<file path="src/rtl/plic_claim_complete.sv">
// plic_claim_complete: target-side claim/complete responder for a 3-context PLIC.
// Builds per-context eligible vectors, answers claim reads with a sequential
// highest-priority scan, and issues claim/completion notifications.
// Optional macro PLIC_COMPLETE_CHECK_EN: forward a completion only when the
// ID is currently recorded as claimed by that context.
module plic_claim_complete #(
  parameter int INTERRUPTS    = 8,
  parameter int PRIORITY_BITS = 5
) (
  input  logic                       clk,
  input  logic                       rst,
  input  logic [31:0]                interrupt_pending_reg,
  input  logic [32*PRIORITY_BITS-1:0] interrupt_priority,
  input  logic [95:0]                interrupt_enable,
  input  logic [3*PRIORITY_BITS-1:0] interrupt_threshold,
  input  logic                       claim_req_valid,
  input  logic [1:0]                 claim_req_ctx,
  output logic                       claim_req_ready,
  output logic                       claim_rsp_valid,
  output logic [4:0]                 claim_rsp_id,
  input  logic                       complete_valid,
  input  logic [1:0]                 complete_ctx,
  input  logic [4:0]                 complete_id,
  output logic [2:0]                 interrupt_claim_notif,
  output logic [4:0]                 interrupt_claim_ID,
  output logic [2:0]                 interrupt_completion_notif,
  output logic [31:0]                interrupt_completion_ID,
  output logic [31:0]                interrupt_active_0,
  output logic [31:0]                interrupt_active_1,
  output logic [31:0]                interrupt_active_2
);

  localparam int         NCTX = 3;
  localparam logic [4:0] LAST = 5'(INTERRUPTS);

  typedef enum logic [1:0] {S_IDLE, S_SCAN, S_RESP} state_t;

  logic [PRIORITY_BITS-1:0] prio [32];
  logic [31:0]              active [NCTX];

  state_t                   state;
  logic [1:0]               ctx;
  logic [31:0]              scan_vec;
  logic [4:0]               best_id;
  logic [PRIORITY_BITS-1:0] best_prio;
  logic [4:0]               idx;
  logic [NCTX-1:0][31:0]    claimed;

  logic [31:0]              req_vec;
  logic [PRIORITY_BITS-1:0] req_thr;
  logic                     cand;
  logic [4:0]               nxt_id;
  logic [PRIORITY_BITS-1:0] nxt_prio;
  logic                     claim_set;
  logic                     cmp_ok;
  logic                     cmp_fwd;

  // Unpack priorities and build the eligible vectors; ID 0 and unimplemented IDs stay 0
  genvar k, c;
  generate
    for (k = 0; k < 32; k++) begin : g_prio
      assign prio[k] = interrupt_priority[k*PRIORITY_BITS +: PRIORITY_BITS];
    end
    for (c = 0; c < NCTX; c++) begin : g_ctx
      for (k = 0; k < 32; k++) begin : g_bit
        if (k >= 1 && k <= INTERRUPTS) begin : g_on
          assign active[c][k] = interrupt_pending_reg[k] & interrupt_enable[c*32+k] &
                                (prio[k] > interrupt_threshold[c*PRIORITY_BITS +: PRIORITY_BITS]);
        end else begin : g_off
          assign active[c][k] = 1'b0;
        end
      end
    end
  endgenerate

  assign interrupt_active_0 = active[0];
  assign interrupt_active_1 = active[1];
  assign interrupt_active_2 = active[2];
  assign claim_req_ready    = (state == S_IDLE);

  // Snapshot source for a new claim; context 3 sees nothing eligible
  always_comb begin
    req_vec = '0;
    req_thr = '0;
    for (int i = 0; i < NCTX; i++) begin
      if (claim_req_ctx == 2'(i)) begin
        req_vec = active[i];
        req_thr = interrupt_threshold[i*PRIORITY_BITS +: PRIORITY_BITS];
      end
    end
  end

  // Scan step: strict compare keeps the lowest ID on equal priority
  always_comb begin
    cand      = scan_vec[idx] && (prio[idx] > best_prio);
    nxt_id    = cand ? idx : best_id;
    nxt_prio  = cand ? prio[idx] : best_prio;
    claim_set = (state == S_SCAN) && (idx == LAST) && (nxt_id != 5'd0);
  end

  // Completion qualification: in-range ID on a real context
  always_comb begin
    cmp_ok = complete_valid && (complete_id != 5'd0) && (complete_id <= LAST) &&
             (complete_ctx != 2'd3);
`ifdef PLIC_COMPLETE_CHECK_EN
    cmp_fwd = 1'b0;
    for (int i = 0; i < NCTX; i++)
      if (complete_ctx == 2'(i) && claimed[i][complete_id]) cmp_fwd = cmp_ok;
`else
    cmp_fwd = cmp_ok;
`endif
  end

`ifdef PLIC_COMPLETE_CHECK_EN
  logic unused_ok;
  assign unused_ok = ^{interrupt_pending_reg, interrupt_enable};
`else
  // claimed is tracked for visibility but not consulted in this build
  logic unused_ok;
  assign unused_ok = ^{interrupt_pending_reg, interrupt_enable, claimed};
`endif

  // Claim FSM: IDLE accepts, SCAN walks IDs 1..INTERRUPTS, RESP strobes the result
  always_ff @(posedge clk) begin
    if (rst) begin
      state                 <= S_IDLE;
      ctx                   <= '0;
      scan_vec              <= '0;
      best_id               <= '0;
      best_prio             <= '0;
      idx                   <= '0;
      claim_rsp_valid       <= 1'b0;
      claim_rsp_id          <= '0;
      interrupt_claim_notif <= '0;
      interrupt_claim_ID    <= '0;
    end else begin
      claim_rsp_valid       <= 1'b0;
      claim_rsp_id          <= '0;
      interrupt_claim_notif <= '0;
      interrupt_claim_ID    <= '0;
      case (state)
        S_IDLE: if (claim_req_valid) begin
          ctx       <= claim_req_ctx;
          scan_vec  <= req_vec;
          best_id   <= '0;
          best_prio <= req_thr;
          idx       <= 5'd1;
          state     <= S_SCAN;
        end
        S_SCAN: begin
          best_id   <= nxt_id;
          best_prio <= nxt_prio;
          idx       <= idx + 5'd1;
          if (idx == LAST) begin
            state           <= S_RESP;
            claim_rsp_valid <= 1'b1;
            claim_rsp_id    <= nxt_id;
            if (nxt_id != 5'd0) begin
              interrupt_claim_ID <= nxt_id;
              for (int i = 0; i < NCTX; i++)
                if (ctx == 2'(i)) interrupt_claim_notif[i] <= 1'b1;
            end
          end
        end
        S_RESP:  state <= S_IDLE;
        default: state <= S_IDLE;
      endcase
    end
  end

  // Completion pulse and claimed tracking; the claim set is written last so it wins
  always_ff @(posedge clk) begin
    if (rst) begin
      interrupt_completion_notif <= '0;
      interrupt_completion_ID    <= '0;
      claimed                    <= '0;
    end else begin
      interrupt_completion_notif <= '0;
      interrupt_completion_ID    <= '0;
      if (cmp_fwd) begin
        interrupt_completion_ID <= {27'b0, complete_id};
        for (int i = 0; i < NCTX; i++) begin
          if (complete_ctx == 2'(i)) begin
            interrupt_completion_notif[i] <= 1'b1;
            claimed[i][complete_id]       <= 1'b0;
          end
        end
      end
      if (claim_set) begin
        for (int i = 0; i < NCTX; i++)
          if (ctx == 2'(i)) claimed[i][nxt_id] <= 1'b1;
      end
    end
  end

endmodule
</file>
<file path="config.mk">
export PLATFORM = sky130hd
export DESIGN_NAME = plic_claim_complete
export DESIGN_NICKNAME = d
export VERILOG_FILES = /design/src/rtl/plic_claim_complete.sv
export SDC_FILE = /design/constraint.sdc
export NUM_CORES = 1
export LEC_CHECK = 0
export CAP_MARGIN = 30
export CORE_AREA = 10 10 171 173
export CTS_BUF_LIST = sky130_fd_sc_hd__clkbuf_8
export DETAILED_ROUTE_END_ITERATION = 10
export DIE_AREA = 0 0 181 183
export GPL_ROUTABILITY_DRIVEN = 0
export PLACE_DENSITY = 0.69
export RECOVER_POWER = 25
export SYNTH_ARGS = -nofsm -noshare
export SYNTH_HDL_FRONTEND = slang
export SYNTH_SLANG_ARGS = --single-unit
</file>
<file path="constraint.sdc">
create_clock -name clk -period 3.7 [get_ports clk]
set_input_delay 0.74 -clock clk [delete_from_list [all_inputs] [get_ports clk]]
set_output_delay 0.74 -clock clk [all_outputs]
set_load 0.01 [all_outputs]
</file>
==> summary.txt <==
Detailed routing
  • DRT Pass-1 Iters: 7
  • Total wire length: ~32000 um
  • Remaining routing DRC violations: 0
  • Via-per-instance ratio: 4.981
  • Routed vias: between 7000 and 8000
  • Antenna-violating nets left: 0
  • DRT iter0 DRCs: 386
  • Average wire per cell in the routed design: about 21 um

Final layout
  • Area Overhead vs Synth: 54.11%
  • Final net count: 1611
  • Filler Cells Inserted: between 2000 and 3000
  • Share of post-route cells with drive strength above 1: 0.1719

Floorplan
  • Width of the die: 181 um
  • Starting utilization of the core area: 0.2787
  • Area enclosed by the die boundary: roughly 0.033 mm2
  • Number of core rows: 59
  • Top-level port count: 462
  • Core area: 0.02576 mm2
  • Die Span Y: 183 um

Critical path
  • Class of the most critical setup path: primary input to primary output
  • Endpoint type of the worst setup path: primary output
  • Worst endpoint required time: just under 3 ns
  • Maximum fanout encountered on the critical timing path: 5
  • Worst setup SP type: primary input
  • Arrival @ worst endpoint: 3.05 ns

Logic synthesis
  • Number of enable-type register cells in the synthesized netlist: 0
  • Sequential fraction of the synthesis area: 0.1366
  • Number of standard cells after synthesis: approximately 800
  • Number of warnings reported in the yosys synthesis log: 0
  • Share of flip-flops with an asynchronous set or reset after synthesis: 0
  • Leading register cell type out of synthesis: sky130_fd_sc_hd__dfxtp_1
  • Total of flip-flops plus latches after synthesis: 49
  • Unique masters post-synth: 66
  • Area of the mapped netlist: 0.007179 mm2
  • Post-Synthesis Mean Instance Area: 8.755 um2

STA
  • F_max: 263.8 MHz
  • Count of endpoints failing setup in the final report: 2
  • Final worst path period share: 1.025
  • Worst Hold Slack: 0.4974 ns
  • Smallest setup slack after layout: -0.09084 ns
  • Worst setup skew after layout: 0.01277 ns
  • Worst-Margin Slew: 1.334 ns
  • Number of slew-limit violations in the final report: 0
  • Unrepaired setup endpoints after global routing: true
  • Minimum clock period after layout: approximately 3.8 ns
  • Worst slew margin: 0.1106
  • Number of endpoints with negative hold slack in the final report: 0

Place
  • Estimated wirelength of the detail-placed design: approximately 27000 um
  • Count of buffers inserted at the top-level ports: 266
  • Pre-CTS worst setup slack: -0.4412 ns

Power
  • Leakage: 0.004977 uW
  • Power Dens Cells: between 150 and 200 mW/mm2
  • Overall power of the completed layout: 2151 uW
  • Worst-case vdd ir drop: between 100 and 150 uV

GRT
  • First-pass GRT wire length: approximately 48000 um
  • Number of global-route vias before repair: 8009
  • Number of antenna violations at the first check in global routing: 1
  • Remaining global-route overflow: 0
  • Largest net degree at the start of global routing: 26
  • Global routing usage summed across all routing layers: 0.1829

Clocking
  • Worst skew pair latency: approximately 0.3 ns
  • Max clock buf depth: 2
  • Clock-pin slew on the worst setup and hold paths: roughly 0.10 ns
  • TritonCTS clock tree: built
  • Clock root buffer: sky130_fd_sc_hd__clkbuf_8
  • Number of CTS-inserted buffers: 5
  • CTS sink count: between 40 and 50
  • Number of hold buffers added after cts: 0
  • H-tree levels: 2

Min path
  • Worst min-delay path category: flip-flop to flip-flop

Run status
  • Status: finished with violations
  • Failing checks: setup timing

Run
  • Max capacitance violation total: 0
## cells in the final DEF (no fill, tap or decap), types with 7 or more instances in the layout
cell type,n
sky130_fd_sc_hd__nor3_1,11
sky130_fd_sc_hd__mux2i_1,33
sky130_fd_sc_hd__nand4_1,11
sky130_fd_sc_hd__nand2b_1,13
sky130_fd_sc_hd__o211ai_1,17
sky130_fd_sc_hd__dfxtp_1,47
sky130_fd_sc_hd__conb_1,100
sky130_fd_sc_hd__nand2_1,36
sky130_fd_sc_hd__mux4_2,27
sky130_fd_sc_hd__o21ai_1,7
sky130_fd_sc_hd__nand3_1,36
sky130_fd_sc_hd__nor2_1,40
sky130_fd_sc_hd__a21oi_1,42
sky130_fd_sc_hd__clkdlybuf4s50_1,235
sky130_fd_sc_hd__buf_12,14
sky130_fd_sc_hd__dlymetal6s2s_1,13
sky130_fd_sc_hd__a211oi_1,10
sky130_fd_sc_hd__dlygate4sd3_1,9
sky130_fd_sc_hd__and2_1,18
sky130_fd_sc_hd__buf_4,89
sky130_fd_sc_hd__o21a_1,15
sky130_fd_sc_hd__a21o_1,7
sky130_fd_sc_hd__inv_1,38
sky130_fd_sc_hd__dlygate4sd2_1,9
sky130_fd_sc_hd__o21ai_0,21
sky130_fd_sc_hd__a21oi_2,10
sky130_fd_sc_hd__ha_1,126
sky130_fd_sc_hd__nor2b_1,22
## cell families (layout without fill, tap and decap cells)
| family | count (synthesis) | in the layout | share of synthesized area |
|---|---|---|---|
| AND/OR/NAND/NOR | 218 | 218 | 0.1584 |
| AO/OA/AOI/OAI | 184 | 184 | 0.1802 |
| buffers and inverters | 173 | 423 | 0.1555 |
| adder cells (fa/ha/maj) | 127 | 127 | 0.2213 |
| multiplexers | 67 | 67 | 0.1462 |
| flip-flops | 49 | 49 | 0.1366 |
| other | 1 | 101 | 0.0005223 |
| XOR/XNOR | 1 | 1 | 0.001220 |
## registers in the layout, summed over array words and instances (netlist names)
register                    count
interrupt_completion_ID         5
scan_vec                        8
claim_rsp_valid                 1
interrupt_claim_notif           3
best_prio                       5
interrupt_claim_ID              5
state                           2
idx                             5
best_id                         5
ctx                             2
claim_rsp_id                    5
interrupt_completion_notif      3
## through the flow
step,area (um2),std cells,setup TNS (ns),utilization
final,11060,1505,-0.1464,0.4295
after global routing,11060,1505,-0.7223,0.4295
after CTS,10800,1500,-0.2398,0.4194
after detailed placement,10590,1489,-8.292,0.4110
after global placement,10590,1489,-7.689,0.4110
after floorplan,7551,919,0,-
## layout make-up
type	count	area (um2)	share of cell area
Sequential cell	49	985.9	0.08911
Inverter	43	168.9	0.01527
Clock inverter	3	43.79	0.003958
Timing Repair Buffer	372	3659	0.3307
Clock buffer	5	68.82	0.006220
Antenna cell	1	2.502	0.0002262
Tap cell	335	419.2	0.03788
Multi-Input combinational cell	697	5717	0.5167
## where the power goes
| group | total [uW] | internal (uW) | leakage (uW) | switching, uW |
|---|---|---|---|---|
| Sequential | 561 | 544 | 0.000399 | 16.9 |
| Combinational | 1200 | 635 | 0.00452 | 563 |
| Clock | 392 | 203 | 0.0000585 | 189 |
| Total | 2150 | 1380 | 0.00498 | 769 |
## metal layers
layer	routed length, um	part of all wire	vias up	GRT usage
met5	0	0	-	0
met4	618	0.019	0	0.03840
met3	2240	0.069	35	0.04213
met2	15650	0.48	346	0.3213
met1	13840	0.43	3557	0.2235
li1	-	-	3559	-
## worst max-delay path, stage by stage
cell	delay, ns
sky130_fd_sc_hd__clkdlybuf4s50_1	0.48
sky130_fd_sc_hd__inv_1	0.21
sky130_fd_sc_hd__buf_4	0.23
sky130_fd_sc_hd__buf_4	0.14
sky130_fd_sc_hd__ha_1	0.28
sky130_fd_sc_hd__o21ai_0	0.08
sky130_fd_sc_hd__nand2b_1	0.10
sky130_fd_sc_hd__a21oi_2	0.07
sky130_fd_sc_hd__nor2_1	0.15
sky130_fd_sc_hd__clkdlybuf4s50_1	0.56
## path summary, 6_finish.rpt
kind	start	endpoint	slack (ns)	depth (start not counted)
hold / removal	scan_vec[6]	scan_vec[6]	0.50	2
hold reg to reg	scan_vec[6]	scan_vec[6]	0.50	2
setup / recovery	interrupt_threshold[13]	interrupt_active_2[1]	-0.09	10
setup reg to reg	idx[0]	best_id[3]	0.13	14
## cell usage after synthesis, types with 5 or more instances
| cell | number | area [um2] |
|---|---|---|
| sky130_fd_sc_hd__o2111a_1 | 5 | 56.30 |
| sky130_fd_sc_hd__buf_4 | 101 | 758.2 |
| sky130_fd_sc_hd__o32ai_1 | 7 | 61.31 |
| sky130_fd_sc_hd__o21ai_0 | 26 | 130.1 |
| sky130_fd_sc_hd__o21a_1 | 15 | 112.6 |
| sky130_fd_sc_hd__o22ai_1 | 6 | 37.54 |
| sky130_fd_sc_hd__nand2b_1 | 13 | 81.33 |
| sky130_fd_sc_hd__nor3_1 | 16 | 80.08 |
| sky130_fd_sc_hd__nand2_1 | 37 | 138.9 |
| sky130_fd_sc_hd__nor2b_1 | 22 | 137.6 |
| sky130_fd_sc_hd__and2_1 | 19 | 118.9 |
| sky130_fd_sc_hd__a221oi_1 | 6 | 52.55 |
| sky130_fd_sc_hd__clkbuf_1 | 9 | 33.78 |
| sky130_fd_sc_hd__a211oi_1 | 12 | 90.09 |
| sky130_fd_sc_hd__a21oi_1 | 51 | 255.2 |
| sky130_fd_sc_hd__o211ai_1 | 17 | 127.6 |
| sky130_fd_sc_hd__a21o_1 | 7 | 52.55 |
| sky130_fd_sc_hd__dfxtp_1 | 49 | 980.9 |
| sky130_fd_sc_hd__inv_1 | 42 | 157.7 |
| sky130_fd_sc_hd__or3_1 | 5 | 31.28 |
| sky130_fd_sc_hd__mux4_2 | 26 | 585.6 |
| sky130_fd_sc_hd__ha_1 | 127 | 1589 |
| sky130_fd_sc_hd__buf_2 | 11 | 55.05 |
| sky130_fd_sc_hd__nor2_1 | 40 | 150.1 |
| sky130_fd_sc_hd__mux2i_1 | 34 | 340.3 |
| sky130_fd_sc_hd__nand4_1 | 11 | 68.82 |
| sky130_fd_sc_hd__nand3_1 | 36 | 180.2 |
## what timing repair did
item,in CTS,in global routing
endpoints found under the hold margin,0,0
resized for setup,26,54
pin swaps,0,15
setup endpoints to repair,26,33
buffers inserted,3,4
Note: power is estimated with default switching activity, not from simulation.
